==> src/rtl/ser_link_pkg.sv <==
// ser_link_pkg: shared TX state encoding and parameter defaults for the serial link
package ser_link_pkg;
    localparam int DATA_W_DEF     = 8;
    localparam int MSB_FIRST_DEF  = 1;
    localparam int PARITY_EN_DEF  = 1;
    localparam int PARITY_ODD_DEF = 0;
    typedef enum logic [1:0] {IDLE, SHIFT, PARITY} tx_state_e;
endpackage

==> src/rtl/ser_link_if.sv <==
// ser_link_if: parallel load/send and received-word bundle of the serial link
interface ser_link_if import ser_link_pkg::*; #(parameter int DATA_W = DATA_W_DEF) ();
    logic [DATA_W-1:0] din;
    logic              load;
    logic              send;
    logic              busy;
    logic              ser_data;
    logic              ser_vld;
    logic              ser_last;
    logic [DATA_W-1:0] dout;
    logic              dout_vld;
    logic              par_err;
    modport master (
        output din, load, send,
        input  busy, ser_data, ser_vld, ser_last, dout, dout_vld, par_err
    );
    modport slave (
        input  din, load, send,
        output busy, ser_data, ser_vld, ser_last, dout, dout_vld, par_err
    );
endinterface

==> src/rtl/ser_rx.sv <==
// ser_rx: deserialises a frame, checks parity and presents the word with a one-cycle valid
module ser_rx import ser_link_pkg::*; #(
    parameter int DATA_W     = DATA_W_DEF,
    parameter int MSB_FIRST  = MSB_FIRST_DEF,
    parameter int PARITY_EN  = PARITY_EN_DEF,
    parameter int PARITY_ODD = PARITY_ODD_DEF
) (
    input  logic              clk,
    input  logic              rst,
    input  logic              ser_data,
    input  logic              ser_vld,
    input  logic              ser_last,
    output logic [DATA_W-1:0] dout,
    output logic              dout_vld,
    output logic              par_err
);
    localparam int CW = $clog2(DATA_W + 2);
    logic [CW-1:0]     cnt_q, cnt_d;
    logic [DATA_W-1:0] sh_q, sh_d, sh_in, dout_q, dout_d;
    logic              vld_q, vld_d, err_q, err_d, is_data, frame_end;
    always_comb begin
        is_data   = cnt_q < CW'(DATA_W);
        frame_end = ser_vld && ser_last;
        sh_in     = MSB_FIRST != 0 ? {sh_q[DATA_W-2:0], ser_data} : {ser_data, sh_q[DATA_W-1:1]};
        sh_d      = ser_vld && is_data ? sh_in : sh_q;
        // a gap in ser_vld discards the partial frame by restarting the count
        cnt_d     = ser_vld && !ser_last ? cnt_q + 1'b1 : '0;
        dout_d    = frame_end ? (PARITY_EN != 0 ? sh_q : sh_in) : dout_q;
        vld_d     = frame_end;
        err_d     = frame_end && PARITY_EN != 0 && (ser_data != (^sh_q ^ (PARITY_ODD != 0)));
    end
    always_ff @(posedge clk) begin
        if (rst) begin
            cnt_q  <= '0;
            sh_q   <= '0;
            dout_q <= '0;
            vld_q  <= 1'b0;
            err_q  <= 1'b0;
        end else begin
            cnt_q  <= cnt_d;
            sh_q   <= sh_d;
            dout_q <= dout_d;
            vld_q  <= vld_d;
            err_q  <= err_d;
        end
    end
    assign dout     = dout_q;
    assign dout_vld = vld_q;
    assign par_err  = err_q;
endmodule

==> src/rtl/ser_link.sv <==
// ser_link: double-buffered serialiser with optional parity feeding an on-chip receiver
module ser_link import ser_link_pkg::*; #(
    parameter int DATA_W     = DATA_W_DEF,
    parameter int MSB_FIRST  = MSB_FIRST_DEF,
    parameter int PARITY_EN  = PARITY_EN_DEF,
    parameter int PARITY_ODD = PARITY_ODD_DEF
) (
    input logic       clk,
    input logic       rst,
    ser_link_if.slave bus
);
    localparam int CW = $clog2(DATA_W);
    tx_state_e         state_q, state_d;
    logic [DATA_W-1:0] hold_q, hold_d, shift_q, shift_d;
    logic [CW-1:0]     cnt_q, cnt_d;
    logic              hold_vld_q, hold_vld_d, par_q, par_d, start, last_data;
    always_ff @(posedge clk) begin
        if (rst) begin
            state_q    <= IDLE;
            hold_q     <= '0;
            hold_vld_q <= 1'b0;
            shift_q    <= '0;
            cnt_q      <= '0;
            par_q      <= 1'b0;
        end else begin
            state_q    <= state_d;
            hold_q     <= hold_d;
            hold_vld_q <= hold_vld_d;
            shift_q    <= shift_d;
            cnt_q      <= cnt_d;
            par_q      <= par_d;
        end
    end
    // a load coinciding with send feeds the new word straight into the frame
    always_comb begin
        hold_d     = bus.load ? bus.din : hold_q;
        start      = bus.send && (bus.load || hold_vld_q) && state_q == IDLE;
        last_data  = state_q == SHIFT && cnt_q == CW'(DATA_W - 1);
        hold_vld_d = !start && (bus.load || hold_vld_q);
        shift_d    = start ? hold_d :
                     state_q != SHIFT ? shift_q :
                     MSB_FIRST != 0 ? {shift_q[DATA_W-2:0], 1'b0} : {1'b0, shift_q[DATA_W-1:1]};
        cnt_d      = state_q == SHIFT && !last_data ? cnt_q + 1'b1 : '0;
        par_d      = start ? ^hold_d ^ (PARITY_ODD != 0) : par_q;
        state_d    = state_q == IDLE  ? (start ? SHIFT : IDLE) :
                     state_q == SHIFT ? (last_data ? (PARITY_EN != 0 ? PARITY : IDLE) : SHIFT) :
                     IDLE;
    end
    always_comb begin
        bus.busy     = state_q != IDLE;
        bus.ser_vld  = state_q != IDLE;
        bus.ser_data = state_q == SHIFT ? (MSB_FIRST != 0 ? shift_q[DATA_W-1] : shift_q[0]) :
                       state_q == PARITY && par_q;
        bus.ser_last = state_q == PARITY || (last_data && PARITY_EN == 0);
    end
    ser_rx #(
        .DATA_W    (DATA_W),
        .MSB_FIRST (MSB_FIRST),
        .PARITY_EN (PARITY_EN),
        .PARITY_ODD(PARITY_ODD)
    ) u_rx (
        .clk     (clk),
        .rst     (rst),
        .ser_data(bus.ser_data),
        .ser_vld (bus.ser_vld),
        .ser_last(bus.ser_last),
        .dout    (bus.dout),
        .dout_vld(bus.dout_vld),
        .par_err (bus.par_err)
    );
endmodule
==> src/flat_wrapper.sv <==
// flat-port wrapper written by rule: the top's interface ports become plain ports
module ser_link_flat import ser_link_pkg::*;
#(
    parameter int DATA_W     = DATA_W_DEF,
    parameter int MSB_FIRST  = MSB_FIRST_DEF,
    parameter int PARITY_EN  = PARITY_EN_DEF,
    parameter int PARITY_ODD = PARITY_ODD_DEF
)
  (clk, rst, bus_din, bus_load, bus_send, bus_busy, bus_ser_data, bus_ser_vld, bus_ser_last, bus_dout, bus_dout_vld, bus_par_err);
  ser_link_if #(.DATA_W(DATA_W)) bus_i ();
  input logic clk;
  input logic rst;
  input wire logic [$bits(bus_i.din)-1:0] bus_din;
  input wire logic [$bits(bus_i.load)-1:0] bus_load;
  input wire logic [$bits(bus_i.send)-1:0] bus_send;
  output wire logic [$bits(bus_i.busy)-1:0] bus_busy;
  output wire logic [$bits(bus_i.ser_data)-1:0] bus_ser_data;
  output wire logic [$bits(bus_i.ser_vld)-1:0] bus_ser_vld;
  output wire logic [$bits(bus_i.ser_last)-1:0] bus_ser_last;
  output wire logic [$bits(bus_i.dout)-1:0] bus_dout;
  output wire logic [$bits(bus_i.dout_vld)-1:0] bus_dout_vld;
  output wire logic [$bits(bus_i.par_err)-1:0] bus_par_err;
  assign bus_i.din = bus_din;
  assign bus_i.load = bus_load;
  assign bus_i.send = bus_send;
  assign bus_busy = bus_i.busy;
  assign bus_ser_data = bus_i.ser_data;
  assign bus_ser_vld = bus_i.ser_vld;
  assign bus_ser_last = bus_i.ser_last;
  assign bus_dout = bus_i.dout;
  assign bus_dout_vld = bus_i.dout_vld;
  assign bus_par_err = bus_i.par_err;
  ser_link #(.DATA_W(DATA_W), .MSB_FIRST(MSB_FIRST), .PARITY_EN(PARITY_EN), .PARITY_ODD(PARITY_ODD)) u_core (.clk(clk), .rst(rst), .bus(bus_i));
endmodule
==> config.mk <==
export PLATFORM = sky130hd
export DESIGN_NAME = ser_link_flat
export DESIGN_NICKNAME = d
export VERILOG_FILES = /design/src/rtl/ser_link_pkg.sv /design/src/rtl/ser_link_if.sv /design/src/rtl/ser_rx.sv /design/src/rtl/ser_link.sv /design/src/flat_wrapper.sv
export SDC_FILE = /design/constraint.sdc
export NUM_CORES = 1
export LEC_CHECK = 0
export ABC_AREA = 1
export CAP_MARGIN = 0
export CELL_PAD_IN_SITES_DETAIL_PLACEMENT = 0
export CELL_PAD_IN_SITES_GLOBAL_PLACEMENT = 1
export CORE_ASPECT_RATIO = 1.75
export CORE_MARGIN = 5
export CORE_UTILIZATION = 45
export CTS_CLUSTER_SIZE = 24
export DETAILED_ROUTE_END_ITERATION = 12
export DONT_BUFFER_PORTS = 1
export PLACE_DENSITY = 0.76
export SLEW_MARGIN = 0
export SYNTH_ARGS = -nofsm -noshare
export SYNTH_HDL_FRONTEND = slang
export SYNTH_SLANG_ARGS = --single-unit
==> constraint.sdc <==
create_clock -name clk -period 2.66 [get_ports clk]
set_input_delay 0.532 -clock clk [delete_from_list [all_inputs] [get_ports clk]]
set_output_delay 0.532 -clock clk [all_outputs]
set_load 0.005 [all_outputs]
==> impl_metrics.tcl <==
set metrics [dict create \
    status "finished, final reports clean" \
    cp-end-kind "output pin" \
    critPathRequiredTime_ns 2.13 \
    tns_ns 0 \
    cts.sinks 45 \
    synth_xor_area_share_pct 3.36 \
    wl_mm 4.36 \
    worst_slew_pin_slew_ns 0.486 \
    detail-route-antenna-nets 0 \
    hold_viol 0 \
    fmax_ghz 0.552 \
    synthDistinctLibCells 25 \
    wire_per_inst_um 11.9 \
    placement.io_buffers 0 \
    setup.worst_path.class "reg -> out" \
    post-dp-hpwl_mm 3.44 \
    n_antenna_cell 0 \
    synth-compound-area-share_pct 8.23 \
    drt-initial-drc-count 47 \
    yosys-top-cells-area "dfxtp_1, nand2_1, nor2_1" \
    syn_nets 331 \
    synth.area.mux_share_pct 0 \
    start_util_pct 46.9 \
    yosys.area_share.adder_pct 1.80 \
    yosys.area_share.simple_pct 33.8 \
    synth_top_area_share_pct 43.2 \
    syn2layout_area_growth_pct 7.09 \
    drc_errors 0 \
    routed_via_density 4.83 \
    syn_area_per_cell_um2 6.59 \
    synth_top_cell_by_area "dfxtp_1" \
    grt_overflow 0 \
    p_leak_nw 1.09 \
    rows 32 \
    cts_inserted_buffers 5 \
    start_kind "flop" \
    clockRootBuffer "clkbuf_8" \
    synthCells 316 \
    cts.clk_slew.worst_paths_ns 0.09 \
    core-area_um2 4440 \
    final_layout_size_suffix_gt1_share_pct 5.38 \
    h-tree-depth 2 \
    final_period_minus_worst_setup_slack_ns 1.81 \
    ios 26 \
    grt_usage_pct 15.7 \
    vias 1774 \
    clkLatencyLatePin_ns 0.30 \
    cts_setup_buffers 0 \
    fin_skew_ns 0.00631 \
    rsz0062_at_grt "false" \
    timing.slew.headroom_pct 67.5 \
    die_w_um 61.4 \
    cap_viol_max_count 0 \
    r2r_start "u_core.state_q[0]" \
    min_period_over_period_pct 68.1 \
    cts_tree "yes" \
    grt_antenna_before_repair 0 \
    setup_slack_ns 0.849 \
    slew_viol_final 0 \
    ff2ff_setup_slack_ns 1.31 \
    ys_warn_count 0 \
    grt_max_degree 22 \
    seq_area_frac_synth_pct 43.2 \
    irDropWorstVdd_v 0.000419 \
    ys_ff_latch 45 \
    holdBufCountCts 0 \
    crit_arrival_ns 1.28 \
    crit_start "u_core.state_q[0]" \
    num-nets-final 330 \
    cts_resized 0 \
    place_congestion 0.768 \
    place_ws_ns 1.14 \
    die_y_um 100 \
    syn_area_um2 2080 \
    dr.pass1.iters 6 \
    synth_top_family_by_area "simple AND/OR/NAND/NOR gates" \
    powerDensity_nw_per_um2 699 \
    worstHoldStart "rst" \
    hp-class "in -> reg" \
    grt_pass1_vias 1660 \
    path_max_fanout 11 \
    ctsLongestPathBuffers 2 \
    grt_first_pass_wirelength_mm 7.27 \
    setup_viol 0 \
    fp.dieArea_um2 6140 \
]
-- layout by cell type, fill, tap and decap left out, drive strengths merged, types with 3 or more instances in the layout --
master / n
ha: 3
clkbuf: 5
nand2: 117
nand3: 6
xnor2: 5
xor2: 3
a31oi: 4
inv: 37
nor2: 54
o21ai: 23
dfxtp: 45
a21oi: 5
-- metrics by stage --
step	cells	area, µm²	util [%]	total power, mW	hold WS (ns)
final	367	2230	50.2	1.56	0.296
after global placement	359	2100	47.2	0.969	0.410
after global routing	367	2230	50.2	1.66	0.269
after detailed placement	359	2100	47.2	0.971	0.419
after CTS	367	2230	50.2	1.58	0.285
after floorplan	316	2080	-	0.932	0.399
-- cells by family after synthesis --
family                     Yosys count
adders and majority gates            3
and+or+nand+nor                    180
xor gates and xnor gates             8
DFF                                 45
buffers and inverters               47
AOI/OAI and AO/OA                   33
-- metal layers --
metal | global-route usage, % | share of wire [%]
met5 | 0 | 0
met4 | 7.19 | 2.7
met3 | 3.47 | 4.2
met2 | 29.9 | 57
met1 | 14.8 | 36
-- synth_stat cells, drive strengths merged --
cell,number
clkinv,1
nand3,6
a21oi,5
a31oi,4
clkbuf,3
o21ai,23
buf,6
xor2,3
xnor2,5
inv,37
o22ai,1
nor3,2
nor2,54
ha,3
nand2,117
dfxtp,45
or2,1
-- sequential cells by signal (all words and copies together), names as in the netlist, 2 cells and up --
signal	count
u_core.state_q	2
u_core.shift_q	8
u_core.cnt_q	3
u_core.u_rx.sh_q	8
u_core.u_rx.dout	8
u_core.u_rx.cnt_q	4
u_core.hold_q	8
-- critical path, stage by stage, from the launching register on --
cell      delay (ns)
dfxtp_1         0.38
inv_1           0.05
nand2_1         0.25
clkinv_1        0.31
-- path summary, 6_finish.rpt --
kind | end | cells past startpoint
setup / recovery | bus_ser_last | 3
hold / removal | u_core.shift_q[6] | 1
setup reg to reg | u_core.u_rx.par_err | 7
hold reg to reg | u_core.cnt_q[0] | 1
-- power by group --
group          switching [mW]  internal, mW
clock                   0.235         0.373
combinational           0.134        0.0753
sequential             0.0311         0.709
-- cell type report --
| type | count | area, µm² |
|---|---|---|
| Sequential cell | 45 | 901 |
| Tap cell | 51 | 63.8 |
| Fill cell | 519 | 2210 |
| Timing Repair Buffer | 1 | 7.51 |
| Multi-Input combinational cell | 224 | 982 |
| Clock buffer | 5 | 68.8 |
| Clock inverter | 3 | 65.1 |
| Inverter | 38 | 143 |
No activity file was read; power rests on OpenSTA's default activity.
